[config.mk]
export PLATFORM = sky130hd
export DESIGN_NAME = spi_slave_if_flat
export DESIGN_NICKNAME = d
export VERILOG_FILES = /design/src/rtl/spi_slave_if_if.sv /design/src/rtl/spi_slave_if.sv /design/src/flat_wrapper.sv
export SDC_FILE = /design/constraint.sdc
export NUM_CORES = 1
export LEC_CHECK = 0
export CAP_MARGIN = 5
export CORE_AREA = 2 2 65 82
export CTS_BUF_LIST = sky130_fd_sc_hd__clkbuf_2
export DETAILED_ROUTE_END_ITERATION = 10
export DIE_AREA = 0 0 67 84
export PLACE_DENSITY = 0.64
export SETUP_SLACK_MARGIN = 0.2
export SLEW_MARGIN = 0
export SYNTH_ARGS = -nofsm -noshare
export SYNTH_HDL_FRONTEND = slang
export SYNTH_SLANG_ARGS = --single-unit
[constraint.sdc]
create_clock -name clk -period 4.7 [get_ports clk]
set_input_delay 0.705 -clock clk [delete_from_list [all_inputs] [get_ports clk]]
set_output_delay 0.705 -clock clk [all_outputs]
set_load 0.01 [all_outputs]
[src/rtl/spi_slave_if_if.sv]
// Bus bundle between the SPI serial front end and its neighbours:
// the SPI pins on one side, the RAM word/byte handshake on the other.
interface spi_slave_if_if #(
    parameter int DATA_W = 8
);
    logic              SS_n;
    logic              MOSI;
    logic              MISO;
    logic [DATA_W+1:0] rx_data;
    logic              rx_valid;
    logic [DATA_W-1:0] tx_data;
    logic              tx_valid;

    modport slave (
        input  SS_n,
        input  MOSI,
        input  tx_data,
        input  tx_valid,
        output MISO,
        output rx_data,
        output rx_valid
    );

    modport master (
        output SS_n,
        output MOSI,
        output tx_data,
        output tx_valid,
        input  MISO,
        input  rx_data,
        input  rx_valid
    );
endinterface

[src/rtl/spi_slave_if.sv]
// SPI slave front end: deserialises {opcode, payload} frames from MOSI and
// serialises the RAM read byte back onto MISO during read-data frames.
module spi_slave_if #(
    parameter int DATA_W = 8
) (
    input logic          clk,
    input logic          rst_n,
    spi_slave_if_if.slave bus
);

    localparam int WORD_W = DATA_W + 2;
    localparam int CNT_W  = $clog2(WORD_W);
    localparam int TXC_W  = $clog2(DATA_W);

    typedef enum logic [2:0] {
        IDLE,
        CHK_CMD,
        WRITE,
        READ_ADD,
        READ_DATA
    } state_t;

    state_t              state, next_state;
    logic [CNT_W-1:0]    bit_cnt;
    logic [DATA_W:0]     rx_shift;
    logic [WORD_W-1:0]   rx_data_r;
    logic                rx_valid_r;
    logic                rx_done;
    logic                rd_addr_seen;
    logic [DATA_W-1:0]   tx_shift;
    logic [TXC_W-1:0]    tx_cnt;
    logic                tx_busy;
    logic                tx_done;
    logic                miso_r;

    logic                abort;
    logic                shift_in;
    logic                frame_done;
    logic                tx_load;
    logic                tx_step;

    always_comb begin
        next_state = state;
        abort      = 1'b0;
        shift_in   = 1'b0;
        frame_done = 1'b0;
        tx_load    = 1'b0;
        tx_step    = 1'b0;
        case (state)
            IDLE: begin
                if (!bus.SS_n) next_state = CHK_CMD;
            end
            CHK_CMD: begin
                if (bus.SS_n) begin
                    next_state = IDLE;
                    abort      = 1'b1;
                end else begin
                    shift_in = 1'b1;
                    if (!bus.MOSI)        next_state = WRITE;
                    else if (rd_addr_seen) next_state = READ_DATA;
                    else                   next_state = READ_ADD;
                end
            end
            WRITE, READ_ADD, READ_DATA: begin
                if (bus.SS_n) begin
                    next_state = IDLE;
                    abort      = 1'b1;
                end else if (!rx_done) begin
                    shift_in = 1'b1;
                    if (bit_cnt == CNT_W'(DATA_W)) frame_done = 1'b1;
                end else if (state == READ_DATA) begin
                    // One byte per read-data frame; tx_valid is only honoured while waiting for it
                    if (tx_busy)                      tx_step = 1'b1;
                    else if (!tx_done && bus.tx_valid) tx_load = 1'b1;
                end
            end
            default: begin
                next_state = IDLE;
                abort      = 1'b1;
            end
        endcase
    end

    always_ff @(posedge clk) begin
        if (!rst_n) begin
            state        <= IDLE;
            bit_cnt      <= '0;
            rx_shift     <= '0;
            rx_data_r    <= '0;
            rx_valid_r   <= 1'b0;
            rx_done      <= 1'b0;
            rd_addr_seen <= 1'b0;
            tx_shift     <= '0;
            tx_cnt       <= '0;
            tx_busy      <= 1'b0;
            tx_done      <= 1'b0;
            miso_r       <= 1'b0;
        end else begin
            state      <= next_state;
            rx_valid_r <= frame_done;

            if (abort || state == IDLE) begin
                bit_cnt <= '0;
                rx_done <= 1'b0;
                tx_busy <= 1'b0;
                tx_done <= 1'b0;
                tx_cnt  <= '0;
                miso_r  <= 1'b0;
            end

            if (shift_in) begin
                rx_shift <= {rx_shift[DATA_W-1:0], bus.MOSI};
                if (state != CHK_CMD) bit_cnt <= bit_cnt + 1'b1;
            end

            if (frame_done) begin
                rx_data_r <= {rx_shift, bus.MOSI};
                rx_done   <= 1'b1;
                if (state == READ_ADD)  rd_addr_seen <= 1'b1;
                if (state == READ_DATA) rd_addr_seen <= 1'b0;
            end

            if (tx_load) begin
                miso_r   <= bus.tx_data[DATA_W-1];
                tx_shift <= {bus.tx_data[DATA_W-2:0], 1'b0};
                tx_cnt   <= TXC_W'(DATA_W - 1);
                tx_busy  <= 1'b1;
            end

            if (tx_step) begin
                if (tx_cnt != '0) begin
                    miso_r   <= tx_shift[DATA_W-1];
                    tx_shift <= {tx_shift[DATA_W-2:0], 1'b0};
                    tx_cnt   <= tx_cnt - 1'b1;
                end else begin
                    miso_r  <= 1'b0;
                    tx_busy <= 1'b0;
                    tx_done <= 1'b1;
                end
            end
        end
    end

    assign bus.MISO     = miso_r;
    assign bus.rx_data  = rx_data_r;
    assign bus.rx_valid = rx_valid_r;

endmodule

[src/flat_wrapper.sv]
// flat-port wrapper written by rule: the top's interface ports become plain ports
module spi_slave_if_flat 
#(
    parameter int DATA_W = 8
)
  (clk, rst_n, bus_SS_n, bus_MOSI, bus_tx_data, bus_tx_valid, bus_MISO, bus_rx_data, bus_rx_valid);
  spi_slave_if_if #(.DATA_W(DATA_W)) bus_i ();
  input logic clk;
  input logic rst_n;
  input wire logic [$bits(bus_i.SS_n)-1:0] bus_SS_n;
  input wire logic [$bits(bus_i.MOSI)-1:0] bus_MOSI;
  input wire logic [$bits(bus_i.tx_data)-1:0] bus_tx_data;
  input wire logic [$bits(bus_i.tx_valid)-1:0] bus_tx_valid;
  output wire logic [$bits(bus_i.MISO)-1:0] bus_MISO;
  output wire logic [$bits(bus_i.rx_data)-1:0] bus_rx_data;
  output wire logic [$bits(bus_i.rx_valid)-1:0] bus_rx_valid;
  assign bus_i.SS_n = bus_SS_n;
  assign bus_i.MOSI = bus_MOSI;
  assign bus_i.tx_data = bus_tx_data;
  assign bus_i.tx_valid = bus_tx_valid;
  assign bus_MISO = bus_i.MISO;
  assign bus_rx_data = bus_i.rx_data;
  assign bus_rx_valid = bus_i.rx_valid;
  spi_slave_if #(.DATA_W(DATA_W)) u_core (.clk(clk), .rst_n(rst_n), .bus(bus_i));
endmodule
* After elaboration in Yosys (flattened, before gate mapping)
Cells that the tools add are included.
** Operators by class
- Eq/ne operators :: 8
- Add/subtract/negate cells :: 2
- Reduce and logical (&&, ||, !) cells :: 12
- Mux-type cells :: 51
** Operator list (count)
- $mux 1 :: 33
- $mux 3 :: 9
- $mux 8 :: 3
- $mux 4 :: 3
- $pmux 3 s3 :: 1
- $eq 3x2->1 const B :: 2
- $reduce_bool 3->1 :: 2
- $add 4x1->4 const B :: 1
- $eq 4x4->1 const B :: 1
- $ne 2x2->1 const B :: 2
- $pmux 1 s2 :: 2
- $reduce_and 2->1 :: 2
- $reduce_bool 2->1 :: 2
- $reduce_or 4->1 :: 1
- $eq 3x1->1 const B :: 1
- $eq 3x3->1 const B :: 1
- $logic_not 3->1 :: 1
- $ne 3x1->1 const B :: 1
- $reduce_or 3->1 :: 1
- $sub 3x1->3 const B :: 1
- $logic_and 1x1->1 :: 1
- $logic_not 1->1 :: 1
- $logic_or 1x1->1 :: 1
** Word-level totals
- Logic and storage cells :: 85
- Register bits :: 43
- Input port bits :: 13

* Depth between registers and ports, before layout
Gate-level depths: netlist of the first run.
- Word-level depth :: 11
- Mapped depth :: 8
- Mapped depth without buffers :: 6

* Worst setup path after synthesis of the first run
Ideal clock, no wire load.
- Path kind :: in2reg
- Start :: in bus_SS_n
- End :: reg u_core.tx_shift[2]
- Library setup time :: 0.119 ns
- Cell stages on the path :: 5
- Setup slack :: 2.904 ns
- Arrival :: 1.677 ns
- Cells stage by stage :: nor2b_1 and4_1 buf_2 mux2i_1 a21oi_1
** On the way
- Longest elaborated chain between the ends :: 5
- Elaborated cells between the ends (all ways) :: 7
** RTL lines
- from (decl) :: line flat_wrapper.sv:10 : input wire logic [$bits(bus_i.SS_n)-1:0] bus_SS_n;
- $mux 1 :: line spi_slave_if.sv:65 : if (bus.SS_n) begin
- $mux 1 :: line spi_slave_if.sv:49 : case (state)
- $mux 8 :: line spi_slave_if.sv:123 : if (tx_load) begin
- $mux 8 :: line spi_slave_if.sv:131 : if (tx_cnt != '0) begin
- $mux 8 (*) :: line spi_slave_if.sv:130 : if (tx_step) begin
- to (signal assigned) :: line spi_slave_if.sv:125 : tx_shift <= {bus.tx_data[DATA_W-2:0], 1'b0};
- to (signal assigned) :: line spi_slave_if.sv:133 : tx_shift <= {tx_shift[DATA_W-2:0], 1'b0};
- to (decl) :: line spi_slave_if.sv:30 : logic [DATA_W-1:0] tx_shift;
Every way passes the cells marked *; elsewhere a longest branch is shown, timed or not.
A chain may end at the register's enable or synchronous reset.

* Final worst setup path of the first run
- Start :: in bus_SS_n
- End :: reg u_core.tx_cnt[2]
** On the way
- Longest elaborated chain between the ends :: 7
- Elaborated cells between the ends (all ways) :: 11
** RTL lines
- $mux 1 :: line spi_slave_if.sv:54, spi_slave_if.sv:65
- $pmux 1 s2 :: line spi_slave_if.sv:49
- $logic_or 1x1->1 :: line spi_slave_if.sv:102 : if (abort || state == IDLE) begin
- $mux 3 :: line spi_slave_if.sv:102
- $mux 3 :: line spi_slave_if.sv:123
- $mux 3 :: line spi_slave_if.sv:131
- $mux 3 (*) :: line spi_slave_if.sv:130
- to (signal assigned) :: line spi_slave_if.sv:126 : tx_cnt <= TXC_W'(DATA_W - 1);
- to (signal assigned) :: line spi_slave_if.sv:134 : tx_cnt <= tx_cnt - 1'b1;
- to (decl) :: line spi_slave_if.sv:31 : logic [TXC_W-1:0] tx_cnt;
Marks and branches as above.

==> results.txt, run 1 <==
Hold path start - u_core.tx_shift[0]$_SDFF_PN0_
Synth top area cells - dfxtp_1 46%, mux2i_1 9.0%, o21ai_0 5.3%
# rows - 29
Post-synth top flop - dfxtp_1
Post-route DRC violation count - 0
Post-layout nets - 253
Worst rel slew slack - 40.26%
Die ar. - 5628 um2
Max-slew violations - 0
CP required - 5030 ps
Largest net degree at the start of global routing - 33
Fin area - 2200 um2
Number of synthesized flops with an enable pin - 0
Yosys Warn Count - 0
Clock Latency Late Sink - 400 ps
H-tree lvl count - 2
Via/cell ratio - 5.107
RSZ-0062 raised after global routing - false
CP top delay family - simple AND/OR/NAND/NOR gates
Placed insts - 291
Syn-to-layout area delta - 16.58%
Cell Count, Final, Fillers Out - 299
Power consumption - 563.2 uW
Post-CTS setup buffer count - 0
Worst Hold Class - reg -> reg
Die Span X - 67 um
Gpl congestion - 0.7489
Clock sinks - 43
Final Util - 44.57%
Synth Net Count - 233
IR Drop Worst-Case VDD - 0.1569 mV
Final count of negative-setup-slack endpoints - 0
Routed wl met3 - 159 um
Synthesized area - 1887 um2
Maximum fanout along the worst path - 17
First drt pass iteration count - 4
Num CTS Buffers - 5
Post-DRT Antenna Nets - 0
Overall Global Routing Usage - 13.53%
M1 WL - 1.660 mm
Fin Setup TNS - 0 ps
PD cells - 256.1 nW/um2
Post-synth cell types - 39
Iteration-0 DRC Markers - 70
Area after DPL - 2155 um2
Hold_buf cts - 0
Maximum capacitance violations - 0
Initial antenna violation count - 0
CP max-delay cell - or3_1
Post-synth top area share - 45.62%
Highest routed layer - met4
Max clock buf depth - 2
Root Buffer Master - clkbuf_2
Ratio of cells with drive above 1 in the final layout - 5.485%
Vias - 1527
Routed length per instance - 11.88 um
Synth cell count leaders - 43 x dfxtp_1, 20 x o21ai_0, 18 x a21oi_1, 18 x nand3_1
N_diodes - 0
Outcome - completed
Static Leak - 0.7301 nW
Starting Density - 38.24%
Worst slew pin tran - 896.0 ps
# fillers - 534
Wire length on met2 - 1.671 mm
Sequential share of the synthesized area - 45.62%
Mean post-synth cell area - 8.735 um2
Critical Path Source - bus_SS_n
Crit path DAT - 2530 ps
TritonCTS clock tree - done
First-pass GRT wire length - 5.906 mm
CP startpoint kind - input pin
Leading area contributor after synthesis - dfxtp_1
Ys async rst share - 0%
Worst Clk Skew - 9.146 ps
CP peak stage delay - 600 ps
CP Cell Sequence - clkdlybuf4s50_1, nand3b_1, or3_1, mux2i_1, a311oi_1
FF+latch count, synth - 43
Mapped Cells - 216
Ports - 25
DP Wirelength - 2.403 mm
Post-CTS Resized - 0
Worst r2r src - u_core.state[2]$_SDFFE_PN0P_
GR Overflow Total - 0
Crit path kind - in -> reg
I/O Buffers - 24
Total Routed Length - 3.553 mm
Most common cell in the netlist - dfxtp_1
Highest Clock Rate - 454.6 MHz
Core Box Area - 4935 um2
Die height - 84 um
Final period utilization - 46.80%
Final-report hold violation count - 0
Total buffers and inverters traversed by the critical path - 1
Min cycle time layout - 2200 ps
Worst Setup End Kind - flip-flop
Worst-path clk slew - 210 ps
Vias in the first global route - 1313
metal layers:
layer,up-vias,track usage [%]
met2,33,20.97
met1,687,17.64
met5,-,0
met4,0,5.566
met3,5,3.374
li1,802,-
through the flow:
stage               hold slack, ps  worst slack [ps]
floorplan                    411.1              2904
global placement             421.3              2082
detailed placement           433.3              2075
CTS                          460.9              2492
global route                 510.2              2348
finish                       459.2              2500
sequential cells by signal, summed over array words and instances, names as in the netlist:
signal and cells:
u_core.state 3, u_core.bus.MISO 1, u_core.tx_done 1, u_core.bus.rx_data 10, u_core.bus.rx_valid 1, u_core.rx_done 1, u_core.tx_busy 1, u_core.tx_cnt 3
u_core.bit_cnt 4, u_core.rd_addr_seen 1, u_core.rx_shift 9, u_core.tx_shift 8
power breakdown:
group / switching (mW) / leakage [nW] / internal, mW
logic: 0.0180 / 0.357 / 0.0164
registers: 0.00286 / 0.347 / 0.367
clock network: 0.123 / 0.0266 / 0.0358
total: 0.144 / 0.730 / 0.419
cell usage in the layout (no fill, tap or decap), types with 2 or more instances in the layout:
cell / n
nand3_1: 18
nor3_1: 3
ha_1: 4
nand3b_1: 3
nand2_1: 17
a211oi_1: 3
clkbuf_2: 5
dfxtp_1: 43
nor2b_1: 6
mux2i_1: 17
o21ai_0: 20
buf_4: 3
inv_1: 8
clkdlybuf4s50_1: 24
nor2_1: 16
a31oi_1: 3
a21oi_1: 18
or3_1: 2
nor3b_1: 2
worst reg2reg max path, delay by kind of cell, from the launching register on:
kind | cells | cell delay (ps)
compound gates | 2 | 1000
flops | 1 | 500
simple gates | 1 | 440
mux | 1 | 170
path summary, 6_finish.rpt:
path                                                      end  slack (ps)  cells past startpoint
worst max register to register    u_core.tx_cnt[2]$_SDFF_PN0_        2520                      4
worst min-delay path            u_core.tx_shift[0]$_SDFF_PN0_         460                      2
worst max-delay path              u_core.tx_cnt[2]$_SDFF_PN0_        2500                      5
worst min register to register  u_core.tx_shift[0]$_SDFF_PN0_         460                      2
cells by family after synthesis:
logic type      synth area share, %
buf+inv                       5.438
mux                           9.018
flops                         45.62
fa+ha+maj                     2.653
compound gates                16.51
simple gates                  20.76
area by class of cell:
type                       count  area (um2)  area share (%)
clock buffer                   5       25.02           1.138
clock inverter                 3       20.02          0.9101
inverter                       8       30.03           1.365
multi-input combinational    151       923.4           41.98
sequential                    43       860.8           39.14
tap                           62       77.57           3.527
timing repair buffer          27       262.8           11.95
Note: power is estimated with default switching activity, not from simulation.
==> run 2, diff against run 1 <==
- clock period: 4.7 -> 2.1 ns (I/O delays scaled with it)
==> run 2 against run 1 <==
Effect of this change:
- flip-flop and latch count unchanged
- non-clock buffer count increased by 13
- sequential share of layout area decreased by 1.8 points
- core utilization increased by 2.4 points
- clock skew increased by 16 ps
- global-route usage increased by 0.91 points
- die area unchanged
- critical endpoint is now u_core.tx_shift[1]$_SDFF_PN0_
==> results.txt, run 2 (synthesized netlist as in run 1, its figures left out) <==
Outcome - completed
Ratio of cells with drive above 1 in the final layout - 11.24%
Final count of negative-setup-slack endpoints - 0
Hold_buf cts - 0
GR Overflow Total - 0
Placed insts - 303
Post-route DRC violation count - 0
Worst slew pin tran - 487.7 ps
Initial antenna violation count - 0
FF+latch area - 864.6 um2
Reg2Reg Setup Slack - 320 ps
Endpoint of the worst register-to-register path - u_core.tx_shift[1]$_SDFF_PN0_
Final period utilization - 84.81%
PD cells - 589.1 nW/um2
Reg2Reg Depth - 5
Max-slew violations - 0
Power consumption - 1.366 mW
Starting Density - 38.24%
Crit path kind - reg -> reg
Vias - 1561
Post-Place Worst Slack - 199.1 ps
Overall Global Routing Usage - 14.45%
Crit path DAT - 2070 ps
I/O Buffers - 24
Maximum fanout along the worst path - 16
Clock Latency Late Sink - 390 ps
Hold path start - u_core.tx_shift[0]$_SDFF_PN0_
Die height - 84 um
Static Leak - 0.8120 nW
Clock sinks - 43
Routed length per instance - 11.81 um
Footprint of the multi-input gates - 925.9 um2
Maximum capacitance violations - 0
IR Drop Worst-Case VDD - 0.3347 mV
Leading cell types in the layout, fill and taps excluded - 42 x dfxtp_1, 24 x clkdlybuf4s50_1, 20 x o21ai_0, 18 x nand3_1, 18 x a21oi_1
Worst Clk Skew - 25.21 ps
First drt pass iteration count - 4
Total Routed Length - 3.672 mm
Largest net degree at the start of global routing - 19
CP startpoint kind - flip-flop
Worst Hold Class - reg -> reg
Max clock buf depth - 2
DP Wirelength - 2.600 mm
Via/cell ratio - 5.019
Core Box Area - 4935 um2
# fillers - 519
Die Span X - 67 um
Ports - 25
Post-DRT Antenna Nets - 0
Worst r2r src - u_core.state[2]$_SDFFE_PN0P_
TritonCTS clock tree - done
H-tree lvl count - 2
Root Buffer Master - clkbuf_2
Num CTS Buffers - 5
Die ar. - 5628 um2
Worst Setup End Kind - flip-flop
Worst-path clk slew - 200 ps
Min cycle time layout - 1781 ps
Fin Setup TNS - 0 ps
Worst rel slew slack - 67.24%
CP required - 2380 ps
Final-report hold violation count - 0
RSZ-0062 raised after global routing - false
Most common cell after layout, fill and taps aside - dfxtp_1
Iteration-0 DRC Markers - 45
Highest Clock Rate - 561.5 MHz
First-pass GRT wire length - 6.368 mm
Cell Count, Final, Fillers Out - 311
Worst Setup Slack, final - 318.9 ps
Hold Crit Endpoint - u_core.tx_shift[0]$_SDFF_PN0_
Final Util - 46.98%
Largest register FFs - 10
Post-layout nets - 266
Gpl congestion - 0.7408
N_diodes - 0
WHS Path Cells - 2
Syn-to-layout area delta - 22.88%
# rows - 29
Vias in the first global route - 1445
run 2: metrics by stage:
step	cell area [um2]	hold WS (ps)
2_1_floorplan	1887	393.7
3_3_place_gp	2245	423.1
3_5_place_dp	2245	427.7
4_1_cts	2306	425.2
5_1_grt	2318	414.4
6_report	2318	448.4
run 2: metal layers:
metal / wire length (um) / GRT usage, %
met5: 0 / 0
met4: 74 / 6.679
met3: 100 / 3.644
met2: 1705 / 22.05
met1: 1791 / 18.80
run 2: timing repair:
action	CTS	global route
endpoints found under the setup margin	2	5
buffers inserted	0	1
cloned	0	0
gates resized for setup	1	2
run 2: area by class of cell:
cell class | instances | share of cell area (%)
Clock inverter | 1 | 1.295
Clock buffer | 6 | 1.295
Tap cell | 62 | 3.346
Multi-Input combinational cell | 151 | 39.94
Timing Repair Buffer | 40 | 15.54
Inverter | 8 | 1.295
Sequential cell | 43 | 37.29
run 2: worst max path at each step:
stage / from / depth (start not counted) / to
6_report: u_core.state[2]$_SDFFE_PN0P_ / 5 / u_core.tx_shift[1]$_SDFF_PN0_
5_1_grt: u_core.state[2]$_SDFFE_PN0P_ / 5 / u_core.tx_shift[5]$_SDFF_PN0_
4_1_cts: u_core.state[2]$_SDFFE_PN0P_ / 5 / u_core.tx_shift[1]$_SDFF_PN0_
3_5_place_dp: bus_SS_n / 6 / u_core.tx_shift[1]$_SDFF_PN0_
3_3_place_gp: bus_SS_n / 6 / u_core.tx_shift[5]$_SDFF_PN0_
2_1_floorplan: u_core.state[2]$_SDFFE_PN0P_ / 5 / u_core.tx_cnt[2]$_SDFF_PN0_
run 2: report_power, final:
part | leakage (nW) | switching, mW | total [mW] | internal [mW]
clock | 0.0391 | 0.253 | 0.453 | 0.201
sequential | 0.347 | 0.00192 | 0.821 | 0.819
combinational | 0.426 | 0.0461 | 0.0912 | 0.0451
total | 0.812 | 0.300 | 1.37 | 1.07
run 2: worst max-delay path, cell delays in order, from the launching register on:
cell	delay [ps]
dfxtp_4	420
or3b_4	400
or3_1	430
buf_4	210
o21ai_0	160
a21oi_1	60
==> run 3, diff against run 2 <==
- clock period: 2.1 -> 1.65 ns (I/O delays scaled with it)
==> run 3 against run 2 <==
Effect of this change:
- clock-buffer cell count down 1
- final cell count up 4.5%
- sequential power up 28%
- final area up 12%
- via count up 7.4%
- combinational power up 56%
- routed wire length up 14%
==> results.txt, run 3 (synthesized netlist as in run 1, its figures left out) <==
# fillers - 506
Clock Latency Late Sink - 430 ps
Largest net degree at the start of global routing - 32
Core Box Area - 4935 um2
Critical Path Sink - u_core.tx_shift[3]$_SDFF_PN0_
GR Overflow Total - 0
IR Drop Worst-Case VDD - 0.4506 mV
Root Buffer Master - clkbuf_2
DP Wirelength - 2.666 mm
Footprint of the multi-input gates - 1046 um2
Outcome - completed
First-pass GRT wire length - 6.741 mm
PD cells - 636.2 nW/um2
Worst slew pin tran - 425.9 ps
Post-layout nets - 279
Crit path kind - reg -> reg
Starting Density - 38.24%
H-tree lvl count - 2
Fin area - 2603 um2
# rows - 29
Worst rel slew slack - 71.41%
Final count of negative-setup-slack endpoints - 0
Worst Setup End Kind - flip-flop
Vias in the first global route - 1480
Die ar. - 5628 um2
Reg2Reg Setup Slack - 60 ps
Vias - 1677
Routed length per instance - 12.88 um
Max-slew violations - 0
Die height - 84 um
Die Span X - 67 um
Total Routed Length - 4.186 mm
Syn-to-layout area delta - 37.93%
TritonCTS clock tree - done
Min cycle time layout - 1590 ps
First drt pass iteration count - 6
Worst Hold Class - in -> reg
RSZ-0062 raised after global routing - true
Final period utilization - 96.35%
Crit path DAT - 1940 ps
Maximum capacitance violations - 0
Power consumption - 1.656 mW
Most common cell after layout, fill and taps aside - dfxtp_1
Part of the power in combinational logic - 8.6%
N_diodes - 0
Ratio of cells with drive above 1 in the final layout - 29.66%
Highest Clock Rate - 629.0 MHz
Maximum fanout along the worst path - 8
Critical Path Source - u_core.state[0]$_SDFFE_PN0P_
Reg2Reg Depth - 5
FF+latch area - 879.6 um2
Worst Clk Skew - 14.86 ps
Final Util - 52.74%
Ports - 25
Final-report hold violation count - 0
Iteration-0 DRC Markers - 51
Clk pwr share - 28.2%
Endpoint of the worst register-to-register path - u_core.tx_shift[3]$_SDFF_PN0_
Overall Global Routing Usage - 15.23%
Worst r2r src - u_core.state[0]$_SDFFE_PN0P_
Worst-path clk slew - 220 ps
Largest register FFs - 10
Area after DPL - 2311 um2
Via/cell ratio - 5.160
Total internal power - 1.217 mW
CP required - 2000 ps
Post-route DRC violation count - 0
I/O Buffers - 24
Switching part of the total - 26.49%
Sw power - 438.6 uW
Initial antenna violation count - 0
Post-DRT Antenna Nets - 0
Reg power frac - 63.3%
CP startpoint kind - flip-flop
Num CTS Buffers - 5
Static Leak - 0.9763 nW
Clock sinks - 43
Leading cell types in the layout, fill and taps excluded - 28 x dfxtp_1, 18 x buf_4, 17 x mux2i_1, 16 x nand2_1
Max clock buf depth - 2
Hold_buf cts - 0
Gpl congestion - 0.7839
==> run 3: changes by cell type in the layout (fill, tap and decap cells not counted), moves of 11 or more <==
| cell | delta |
|---|---|
| clkdlybuf4s50_1 | -12 |
| dfxtp_2 | +15 |
| o21ai_1 | +11 |
| dlygate4sd2_1 | +12 |
| o21ai_0 | -12 |
| dfxtp_1 | -14 |
==> run 3: worst min-delay path by stage <==
stage                                        from                            end  slack (ps)  cells past startpoint
floorplan                                bus_SS_n   u_core.state[2]$_SDFFE_PN0P_         320                      1
global placement    u_core.tx_shift[0]$_SDFF_PN0_  u_core.tx_shift[0]$_SDFF_PN0_         420                      2
detailed placement  u_core.tx_shift[0]$_SDFF_PN0_  u_core.tx_shift[0]$_SDFF_PN0_         430                      2
CTS                                bus_tx_data[7]   u_core.bus.MISO$_SDFFE_PN0P_         350                      3
global route                       bus_tx_data[7]   u_core.bus.MISO$_SDFFE_PN0P_         360                      3
finish                             bus_tx_data[7]   u_core.bus.MISO$_SDFFE_PN0P_         360                      3
==> run 3: power by group through the flow <==
| stage | logic, mW | registers [mW] | clock network, mW |
|---|---|---|---|
| detailed placement | 0.124 | 1.07 | 0 |
| global placement | 0.123 | 1.07 | 0 |
| global route | 0.153 | 1.05 | 0.511 |
| CTS | 0.138 | 1.05 | 0.483 |
| finish | 0.142 | 1.05 | 0.467 |
| floorplan | 0.0596 | 1.07 | 0 |
==> run 3: metal layers <==
| metal | global-route usage [%] | wire [um] | vias up |
|---|---|---|---|
| met5 | 0 | 0 | - |
| met4 | 6.865 | 72 | 0 |
| met3 | 3.374 | 98 | 7 |
| met2 | 23.76 | 2078 | 17 |
| met1 | 19.70 | 1936 | 797 |
| li1 | - | - | 856 |
==> run 3: repair_timing <==
item / in CTS / in global routing
resized for setup: 42 / 34
endpoints found under the hold margin: 0 / 0
setup buffers: 5 / 3
cloned: 1 / 2
pin swaps: 4 / 11
setup endpoints to repair: 36 / 40
==> run 3: critical path: stages (launching register included) <==
cell     delay, ps
dfxtp_2        370
or3b_4         400
or3_4          420
buf_12         160
o21ai_1        120
a21oi_1         50
==> run 3: cell type report <==
type	instances	share of cell area, %
tap	62	2.981
multi-input combinational	151	40.19
timing repair buffer	53	20.14
inverter	8	1.154
clock inverter	3	0.7692
clock buffer	5	0.9615
sequential	43	33.80
==> run 3: stage by stage <==
stage	setup slack, ps	TNS [ps]	std cells	hold slack [ps]
2_1_floorplan	27.69	0	216	318.7
3_3_place_gp	-181.3	-1849	306	422.7
3_5_place_dp	-193.9	-2379	306	431.3
4_1_cts	45.50	0	320	348.8
5_1_grt	-50.78	-199.5	325	358.2
6_report	60.14	0	325	358.1
